==> src/rtl/memory_access_unit.sv <==
// ============================================================================
// Module   : memory_access_unit
// Brief    : Serialises RV32I loads/stores into byte accesses on a byte-wide memory.
// Revision : 1.0
// ============================================================================
`default_nettype none

module memory_access_unit #(
  parameter int ADDRW = 8
) (
  input  logic             clk,
  input  logic             rst_n,
  input  logic             req_valid,
  output logic             req_ready,
  input  logic             req_write,
  input  logic [2:0]       req_funct3,
  input  logic [31:0]      req_addr,
  input  logic [31:0]      req_wdata,
  output logic             resp_valid,
  output logic             resp_err,
  output logic [31:0]      resp_rdata,
  output logic             mem_we,
  output logic [ADDRW-1:0] mem_waddr,
  output logic [7:0]       mem_wdata,
  output logic [ADDRW-1:0] mem_raddr,
  input  logic [7:0]       mem_rdata
);

  typedef enum logic [2:0] {
    S_IDLE  = 3'd0,
    S_STORE = 3'd1,
    S_LOAD  = 3'd2,
    S_DRAIN = 3'd3,
    S_ERR   = 3'd4,
    S_RESP  = 3'd5
  } state_t;

  state_t           r_state;
  state_t           w_next;

  logic             r_write;
  logic [2:0]       r_funct3;
  logic [ADDRW-1:0] r_base;
  logic [31:0]      r_wdata;
  logic [1:0]       r_nlast;
  logic [1:0]       r_cnt;
  logic [31:0]      r_acc;

  logic [1:0]       w_nlast;
  logic             w_illegal;
  logic             w_misalign;
  logic             w_bad;
  logic             w_accept;
  logic             w_last;
  logic [ADDRW-1:0] w_addr;
  logic [31:0]      w_full;
  logic [31:0]      w_ext;
  logic             w_unused;

  assign w_unused = ^req_addr[31:ADDRW];

  always_comb begin
    w_nlast = 2'd0;
    case (req_funct3[1:0])
      2'b01:   w_nlast = 2'd1;
      2'b10:   w_nlast = 2'd3;
      default: w_nlast = 2'd0;
    endcase
  end

  assign w_illegal  = req_write ? (req_funct3[2] || (req_funct3[1:0] == 2'b11))
                                : ((req_funct3 == 3'b011) || (req_funct3 == 3'b110) ||
                                   (req_funct3 == 3'b111));
  assign w_misalign = ((req_funct3[1:0] == 2'b01) && req_addr[0]) ||
                      ((req_funct3[1:0] == 2'b10) && (req_addr[1:0] != 2'b00));
  assign w_bad      = w_illegal || w_misalign;
  assign w_accept   = req_valid && (r_state == S_IDLE);
  assign w_last     = (r_cnt == r_nlast);

  always_ff @(posedge clk or negedge rst_n) begin
    if (!rst_n) r_state <= S_IDLE;
    else        r_state <= w_next;
  end

  always_comb begin
    w_next = r_state;
    case (r_state)
      S_IDLE: begin
        if (w_accept) begin
          if (w_bad)          w_next = S_ERR;
          else if (req_write) w_next = S_STORE;
          else                w_next = S_LOAD;
        end
      end
      S_STORE: if (w_last) w_next = S_RESP;
      S_LOAD:  if (w_last) w_next = S_DRAIN;
      S_DRAIN: w_next = S_RESP;
      S_ERR:   w_next = S_IDLE;
      S_RESP:  w_next = S_IDLE;
      default: w_next = S_IDLE;
    endcase
  end

  // Last byte of a load is still on mem_rdata during DRAIN; merge it in directly.
  always_comb begin
    w_full = r_acc;
    w_full[{r_nlast, 3'b000} +: 8] = mem_rdata;
    case (r_funct3)
      3'b000:  w_ext = {{24{w_full[7]}}, w_full[7:0]};
      3'b001:  w_ext = {{16{w_full[15]}}, w_full[15:0]};
      3'b010:  w_ext = w_full;
      3'b100:  w_ext = {24'd0, w_full[7:0]};
      3'b101:  w_ext = {16'd0, w_full[15:0]};
      default: w_ext = 32'd0;
    endcase
  end

  always_ff @(posedge clk or negedge rst_n) begin
    if (!rst_n) begin
      r_write    <= 1'b0;
      r_funct3   <= 3'd0;
      r_base     <= '0;
      r_wdata    <= 32'd0;
      r_nlast    <= 2'd0;
      r_cnt      <= 2'd0;
      r_acc      <= 32'd0;
      resp_err   <= 1'b0;
      resp_rdata <= 32'd0;
    end else begin
      case (r_state)
        S_IDLE: begin
          if (w_accept) begin
            r_write  <= req_write;
            r_funct3 <= req_funct3;
            r_base   <= req_addr[ADDRW-1:0];
            r_wdata  <= req_wdata;
            r_nlast  <= w_nlast;
            r_cnt    <= 2'd0;
            if (w_bad) begin
              resp_err   <= 1'b1;
              resp_rdata <= 32'd0;
            end
          end
        end
        S_STORE: begin
          r_cnt <= r_cnt + 2'd1;
          if (w_last) resp_err <= 1'b0;
        end
        S_LOAD: begin
          r_cnt <= r_cnt + 2'd1;
          // Read data lags the address by one cycle.
          if (r_cnt != 2'd0) r_acc[{r_cnt - 2'd1, 3'b000} +: 8] <= mem_rdata;
        end
        S_DRAIN: begin
          resp_rdata <= w_ext;
          resp_err   <= 1'b0;
        end
        default: ;
      endcase
    end
  end

  assign w_addr     = r_base + ADDRW'(r_cnt);
  assign req_ready  = (r_state == S_IDLE);
  assign resp_valid = (r_state == S_RESP) || (r_state == S_ERR);
  assign mem_we     = (r_state == S_STORE);
  assign mem_waddr  = w_addr;
  assign mem_raddr  = w_addr;
  assign mem_wdata  = r_wdata[{r_cnt, 3'b000} +: 8];

endmodule

`default_nettype wire

==> config.mk <==
export PLATFORM = sky130hd
export DESIGN_NAME = memory_access_unit
export DESIGN_NICKNAME = d
export VERILOG_FILES = /design/src/rtl/memory_access_unit.sv
export SDC_FILE = /design/constraint.sdc
export NUM_CORES = 1
export LEC_CHECK = 0
export ABC_AREA = 1
export CELL_PAD_IN_SITES_DETAIL_PLACEMENT = 0
export CELL_PAD_IN_SITES_GLOBAL_PLACEMENT = 1
export CORE_UTILIZATION = 36
export CTS_CLUSTER_SIZE = 20
export DETAILED_ROUTE_END_ITERATION = 8
export HOLD_SLACK_MARGIN = 0.05
export PLACE_DENSITY_LB_ADDON = 0.08
export SETUP_SLACK_MARGIN = 0.3
export SYNTH_ARGS = -nofsm -noshare
export SYNTH_HDL_FRONTEND = slang
export SYNTH_SLANG_ARGS = --single-unit
==> constraint.sdc <==
create_clock -name clk -period 3.42 [get_ports clk]
set_clock_uncertainty 0.2 [all_clocks]
set_input_delay 0.684 -clock clk [delete_from_list [all_inputs] [get_ports clk]]
set_output_delay 0.684 -clock clk [all_outputs]
set_load 0.03 [all_outputs]
======== Yosys cells after proc, flatten, opt, wreduce, memory -nomap -nowiden ========
Cells that the tools add are included.
operators by class
  add/sub/neg operators ................... 5
  multipliers ............................. 0
  divide/modulo/power cells ............... 0
  order comparisons ....................... 0
  eq/ne operators ......................... 20
  shift-type cells ........................ 5
  muxes and demuxes ....................... 20
  bitwise gates (word level) .............. 0
  reductions and logical operators ........ 23
operators with widths
  operator                                              number
  case mux 32 bit (5 select lines)                      1
  bitwise mux 32 bit                                    2
  2-to-1 mux 32 bit                                     2
  case mux 32 bit (2 select lines)                      1
  variable shift 8 x 7 -> 32 bit, first input constant  2
  variable part select 8 x 7 -> 32 bit                  2
  variable part select 32 x 6 -> 8 bit                  1
  equality test 3 bit, second input constant            6
  negator 5 -> 7 bit                                    2
  equality test 3 x 2 -> 1 bit, second input constant   4
  2-to-1 mux 3 bit                                      4
  case mux 3 bit (4 select lines)                       1
  adder 8 x 2 -> 8 bit                                  1
  case mux 2 bit (2 select lines)                       2
  nonzero test 2 bit                                    4
  equality test 3 x 1 -> 1 bit, second input constant   2
  logical NOT 3 bit                                     2
  logical OR 1 bit                                      6
  != test 2 x 1 -> 1 bit, second input constant         3
  AND reduction 2 bit                                   3
  AND reduction 3 bit                                   2
  equality test 2 bit, second input constant            2
  2-to-1 mux 1 bit                                      4
  2-to-1 mux 2 bit                                      2
  other kinds (10)                                      12
word-level totals
  flip-flop bits (word level) ............. 115
  bits in latches ......................... 0
  memory bits (writable) .................. 0
  bits in read-only memories .............. 0
  output and inout bits ................... 60
  memories kept ........................... 0

======== Logic depth before layout (Yosys ltp) ========
Gate-level depths: netlist of run 1.
  depth in word-level cells ............... 8
  depth in mapped cells ................... 13

======== Least setup slack after synthesis of run 1 ========
Ideal clock, no wire load.
  path kind ............................... register to output
  start point ............................. reg r_cnt[1]
  end point ............................... out mem_waddr[6]
  arrival time ............................ 2.640 ns
  data required time ...................... 2.536 ns
  path slack .............................. -0.104 ns
  stages on the path, launching flop included .. 8
  path buffers ............................ 2
  cells stage by stage .................... dfrtp_1 clkbuf_1 clkinv_1 fa_1 nor3_1 nand3_1 xnor2_1 buf_4
on the way
  cells in the longest elaborated chain, start to end .. 1
ends and longest elaborated chain
  element                 RTL line  source
  from (decl)             46        logic [1:0] r_cnt;
  from (signal assigned)  146       r_cnt <= r_cnt + 2'd1;
  from (signal assigned)  150       r_cnt <= r_cnt + 2'd1;
  adder 8 x 2 -> 8 bit    163       assign w_addr = r_base + ADDRW'(r_cnt);
  to (decl)               23        output logic [ADDRW-1:0] mem_waddr,
No other way between the ends.

======== Worst setup path after layout of run 1 ========
  start point ............................. reg r_cnt[0]
  end point ............................... out mem_wdata[5]
on the way
  cells in the longest elaborated chain, start to end .. 1
ends and longest elaborated chain
  element                               RTL line  source
  variable part select 32 x 6 -> 8 bit  169       assign mem_wdata = r_wdata[{r_cnt, 3'b000} +: 8];
  to (decl)                             24        output logic [7:0] mem_wdata,
No other way between the ends.

==> results of run 1 <==
==> sequential cells by signal, indices dropped and copies added (netlist names) <==
| signal | count |
|---|---|
| resp_rdata | 32 |
| r_acc | 32 |
| resp_err | 1 |
| r_state | 3 |
| r_wdata | 32 |
| r_funct3 | 3 |
| r_cnt | 2 |
| r_base | 8 |
| r_nlast | 2 |
==> layer usage <==
metal,GRT usage,routed length (um),share of wire
met5,0,0,0
met4,0.0958,425,0.027
met3,0.0488,668,0.043
met2,0.329,7470,0.48
met1,0.248,7020,0.45
==> power by group through the flow <==
stage / Clock, mW / Sequential, mW / Combinational [mW]
2_1_floorplan: 0 / 2.19 / 2.50
3_3_place_gp: 0 / 2.11 / 3.71
3_5_place_dp: 0 / 2.13 / 3.73
4_1_cts: 1.88 / 2.12 / 3.76
5_1_grt: 1.93 / 2.17 / 4.14
6_report: 1.85 / 2.12 / 3.72
==> Yosys cell counts <==
cell type	n
a21oi_1	13
buf_2	13
buf_4	12
buf_6	3
clkbuf_1	19
clkbuf_2	1
clkinv_1	2
dfrtp_1	115
fa_1	1
ha_1	15
inv_1	47
inv_2	1
nand2_1	324
nand2_2	4
nand3_1	41
nand3b_1	3
nand4_1	22
nor2_1	34
nor2_4	3
nor2_8	2
nor3_1	3
nor3_2	1
o21ai_0	70
o22ai_1	8
or2_4	1
xnor2_1	4
xor2_1	4
==> area by class of cell <==
cell class,instances,share of cell area
clock inverters,11,0.0192
multi-input cells,553,0.334
inverters,50,0.0245
well taps,216,0.0343
clock buffers,21,0.0598
repair buffers,132,0.162
flip-flops and latches,115,0.366
==> cells in the final DEF (no fill, tap or decap), types with 4 or more instances in the layout <==
cell type and n:
dlymetal6s2s_1 6, ha_1 15, nand2_2 4, clkdlybuf4s50_1 93
a21oi_1 13, o22ai_1 8, o21ai_0 69, clkinvlp_4 8
nand4_1 22, buf_4 28, dfrtp_1 114, nor2_1 34
nand3_1 40, nand2_1 324, clkbuf_16 17, inv_1 46
==> timing repair <==
item | in CTS | in global routing
hold buffers | 1 | 0
endpoints found under the hold margin | 35 | 0
pin swaps | 1 | 0
resized for setup | 7 | 8
setup buffers | 1 | 3
endpoints found under the setup margin | 12 | 11
==> per-stage QoR <==
| step | power, mW | worst slack [ns] | hold WS [ns] | cell area (sq um) |
|---|---|---|---|---|
| finish | 7.68 | 0.380 | 0.177 | 7870 |
| global route | 8.24 | 0.286 | 0.190 | 7870 |
| CTS | 7.75 | 0.301 | 0.181 | 7830 |
| detailed placement | 5.86 | 0.564 | 0.166 | 7170 |
| global placement | 5.82 | 0.553 | 0.165 | 7170 |
| floorplan | 4.70 | 0.351 | 0.188 | 5950 |
==> logic make-up (layout without fill, tap and decap cells) <==
group / after synthesis / count (layout)
buffers and inverters: 98 / 214
adders and majority gates: 16 / 16
xor gates and xnor gates: 8 / 8
AOI/OAI and AO/OA: 91 / 91
DFF: 115 / 115
and+or+nand+nor: 438 / 438
==> path summary, 6_finish.rpt <==
kind                             from              to  slack, ns  depth (start not counted)
setup / recovery             r_cnt[0]    mem_wdata[5]       0.38                          5
setup reg to reg           r_nlast[1]  resp_rdata[30]       0.94                          9
hold / removal              r_acc[27]       r_acc[27]       0.18                          0
min in group asynchronous       rst_n  resp_rdata[15]       0.56                          2
hold reg to reg             r_acc[27]       r_acc[27]       0.18                          0
max in group asynchronous       rst_n        r_cnt[0]       1.66                          3
==> metrics, run 1 <==
status=completed; overall global routing resource usage=0.201; largest family of logic cells by synthesized area=simple AND/OR/NAND/NOR gates; Setup violations, final=0; Worst EP required=2.54 ns; Yosys top cell by area=dfrtp_1; Rows=46; mux contribution to synthesized area=0; Syn Inst Count=766; DR pass1 iterations=4; largest net degree at the start of global routing=81; RSZ-0062 raised after global routing=true; Synth area leaders=dfrtp_1, nand2_1, o21ai_0; NumNets Final=964; Die Span X=130 um; Switch Pwr=3.36 mW; initial drt markers=267; Max Fclk=roughly 0.33 GHz; crit path capture type=output port; post-route ant nets=0; Synth top area share=0.486; fin crit period=approximately 3 ns; YS warnings=0; initial antenna violation count=0; Worst VDD drop=between 400 and 500 uV; Remaining DRCs=0; startpoint type of the worst setup path=flip-flop; Clock Latency Late Sink=0.41 ns; distinct cell type count of the synthesized netlist=27; maximum buffer depth of the clock tree=2; storage element area=0.00288 sq mm; Vias/cell=4.72; CP max stage cell=clkdlybuf4s50_1; area share of fa/ha/maj cells after synthesis=0.0351; clk root buf=clkbuf_16; Initial Util=0.371; H-tree Lvls=4; GR Overflow Total=0; CP bufs+invs=3; port bufs=about 110; area grow syn2layout=33.0%; WL final=15.6 mm; Final Util=0.494; core area=0.0159 sq mm; Layout Cells excl Fill=1098; Post-Syn Area=0.00592 sq mm; overall die area=0.0169 sq mm; setup TNS=0 ns; chip height=130 um; placed cell count=1061; Power Internal=4.32 mW; worst slew pin tran=about 0.9 ns; Fin. Hold Viols=0; max-slew violations=0; simple-gate portion of the synthesized area=0.311; pwr dens=977 mW/mm^2; Compound-Gate Fraction of Synth Area=0.0787; Slowest Stage Delay on Critical Path=0.70 ns; Leakage Power=3.95 nW; Comb pwr share=0.484; multi-input logic area=0.00263 sq mm; Hold WC Path Type=flip-flop to flip-flop; xor/xnor share of the synthesized area=0.0118; critical path class=flip-flop to output port; Max FO, Critical Path=18; Sw Ratio=0.438; vias in the first global route=5029; clock group share of total power=0.240; Max-cap violations=0; clock slew at the register clock pins of the worst setup and hold paths=0.05 ns; proportion of layout cells with a drive suffix above 1=0.0918; sequential area share after synthesis=0.486; # diodes=0; Sequential Power Share=0.275; vias=5185; gp weighted congestion=0.854; CTS sink cnt=115; DP Wirelength=11.3 mm; Synth Net Count=between 800 and 900; Worst EP arrival=2.16 ns; mean routed wirelength per cell=14.2 um; Filler Cell Count=1609; CP top delay family=buffers and inverters; #FFs+latches synth=about 120; first-pass GRT wire length=25.7 mm; CP cell instances=clkinvlp_4 > buf_4 > nor2_1 > o22ai_1 > clkdlybuf4s50_1; worst rel slew slack=0.405; cts bufs inserted=17; Final Cycle Share=0.889; io pins=139; TritonCTS clock tree=built; Syn Area/Cell=7.72 sq um
Power figures use the tool's default switching activity.
==> run 2, diff against run 1 <==
Settings changed: CORE_MARGIN set to 4.
==> run 2 against run 1 <==
Compared with the run above: final cell count increased by 0.18%; sequential power about the same; wire length increased by 3.0%; critical endpoint is now mem_raddr[6]; highest routed layer unchanged.
==> metrics, run 2 (synthesis gave the netlist of run 1 again) <==
status=completed; Final Util=0.492 (-0.00201); initial antenna violation count=0 (unchanged); maximum buffer depth of the clock tree=2 (unchanged); storage element area=0.00288 sq mm (about the same); area grow syn2layout=33.0% (about the same); crit path capture type=output port; commonest non-fill, non-tap cell in the layout=nand2_1; worst rel slew slack=0.362 (-0.0431); Vias/cell=4.78 (+1.2%); NumNets Final=968 (+0.41%); clock slew at the register clock pins of the worst setup and hold paths=0.05 ns (about the same); Switch Pwr=3.32 mW (-1.3%); overall die area=0.0185 sq mm (+9.4%); Final Cycle Share=0.896 (+0.00672); gp weighted congestion=0.812 (-5.0%); Clock Latency Late Sink=0.41 ns (about the same); Max-cap violations=0 (unchanged); multi-input logic area=0.00263 sq mm (about the same); setup TNS=0 ns (unchanged); Initial Util=0.370 (-0.00133); Layout Cells excl Fill=1100 (+0.18%); placed cell count=1063 (+0.19%); port bufs=114 (unchanged); vias in the first global route=5331 (+6.0%); # diodes=0 (unchanged); Worst VDD drop=501 uV (+8.7%); Rows=46 (unchanged); first-pass GRT wire length=26.8 mm (+4.1%); mean routed wirelength per cell=14.6 um (+2.8%); Hold WC Path Type=primary input to asynchronous set/reset pin; Worst EP required=2.54 ns (about the same); core area=0.0160 sq mm (+0.36%); chip height=136 um (+4.6%); critical path class=flip-flop to output port; overall global routing resource usage=0.185 (-0.0160); Power Internal=4.33 mW (+0.29%); DR pass1 iterations=4 (unchanged); Max FO, Critical Path=3 (-15); vias=5257 (+1.4%); Comb pwr share=0.488 (+0.004); clk root buf=clkbuf_16; Sw Ratio=0.434 (-0.00394); startpoint type of the worst setup path=flip-flop; GR Overflow Total=0 (unchanged); Fin. Hold Viols=0 (unchanged); Die Span X=136 um (+4.6%); Sequential Power Share=0.277 (+0.002); TritonCTS clock tree=built; clock group share of total power=0.236 (-0.004); Leakage Power=3.97 nW (+0.58%); WL final=16.1 mm (+3.0%); pwr dens=973 mW/mm^2 (-0.36%); RSZ-0062 raised after global routing=true; Filler Cell Count=1654 (+2.8%); Remaining DRCs=0 (unchanged); most frequent cells in the layout=nand2_1, dfrtp_1, clkdlybuf4s50_1, o21ai_0, inv_1; Max Fclk=0.326 GHz (-0.75%); H-tree Lvls=4 (unchanged); Setup violations, final=0 (unchanged); Hold Buf Count CTS=0 (-1); largest net degree at the start of global routing=45 (-44%); DP Wirelength=11.8 mm (+4.7%); max-slew violations=0 (unchanged); proportion of layout cells with a drive suffix above 1=0.0939 (+0.00205); io pins=139 (unchanged); Largest regs=r_acc x32, r_wdata x32, resp_rdata x32; initial drt markers=243 (-9.0%); CTS sink cnt=115 (unchanged); cts bufs inserted=17 (unchanged); Worst EP arrival=2.18 ns (+0.02 ns); post-route ant nets=0 (unchanged); worst slew pin tran=0.953 ns (+0.0642 ns); fin crit period=3.06 ns (+0.0230 ns)
[run 2: area by class of cell]
class	instances	area share
sequential	115	0.366
multi-input combinational	553	0.335
timing repair buffer	136	0.163
clock buffer	27	0.0690
tap	216	0.0344
inverter	50	0.0245
clock inverter	3	0.00827
[run 2: path summary, 6_finish.rpt]
| kind | to | from | cells past startpoint | slack (ns) |
|---|---|---|---|---|
| setup reg to reg | resp_rdata[26] | r_nlast[1] | 9 | 0.90 |
| max in group asynchronous | resp_rdata[3] | rst_n | 2 | 2.16 |
| hold / removal | resp_rdata[11] | rst_n | 1 | 0.06 |
| hold reg to reg | r_acc[30] | r_acc[30] | 0 | 0.17 |
| setup / recovery | mem_raddr[6] | r_cnt[0] | 7 | 0.36 |
| min in group clk | r_acc[30] | r_acc[30] | 0 | 0.17 |
[run 2: timing repair]
action	CTS	global route
resized for setup	14	6
buffers inserted	1	6
hold endpoints to repair	0	0
endpoints found under the setup margin	12	6
pin swaps	1	0
[run 2: worst max-delay path, cell delays in order (launching register included)]
cell and delay [ns]:
dfrtp_1 0.41, ha_2 0.20, inv_1 0.05, fa_2 0.37, nor3_4 0.19, nand3_2 0.15, xnor2_4 0.20, buf_4 0.18
[run 2: power groups by stage]
stage	Clock, mW	Combinational (mW)	Sequential (mW)
after floorplan	0	2.50	2.19
after detailed placement	0	3.75	2.14
after CTS	1.84	3.75	2.12
after global placement	0	3.73	2.12
after global routing	1.91	4.18	2.18
final	1.80	3.73	2.12
[run 2: routing by layer]
| layer | GRT usage | wire [um] |
|---|---|---|
| met5 | 0 | 0 |
| met4 | 0.0784 | 401 |
| met3 | 0.0518 | 951 |
| met2 | 0.310 | 7960 |
| met1 | 0.223 | 6740 |
[run 2: through the flow]
stage	total power, mW	setup slack [ns]	area, sq um	hold WS [ns]
after CTS	7.71	0.279	7800	0.0837
after detailed placement	5.88	0.556	7170	0.166
final	7.65	0.357	7870	0.0602
after global placement	5.84	0.585	7170	0.165
after floorplan	4.70	0.351	5950	0.188
after global routing	8.26	0.272	7870	0.0979
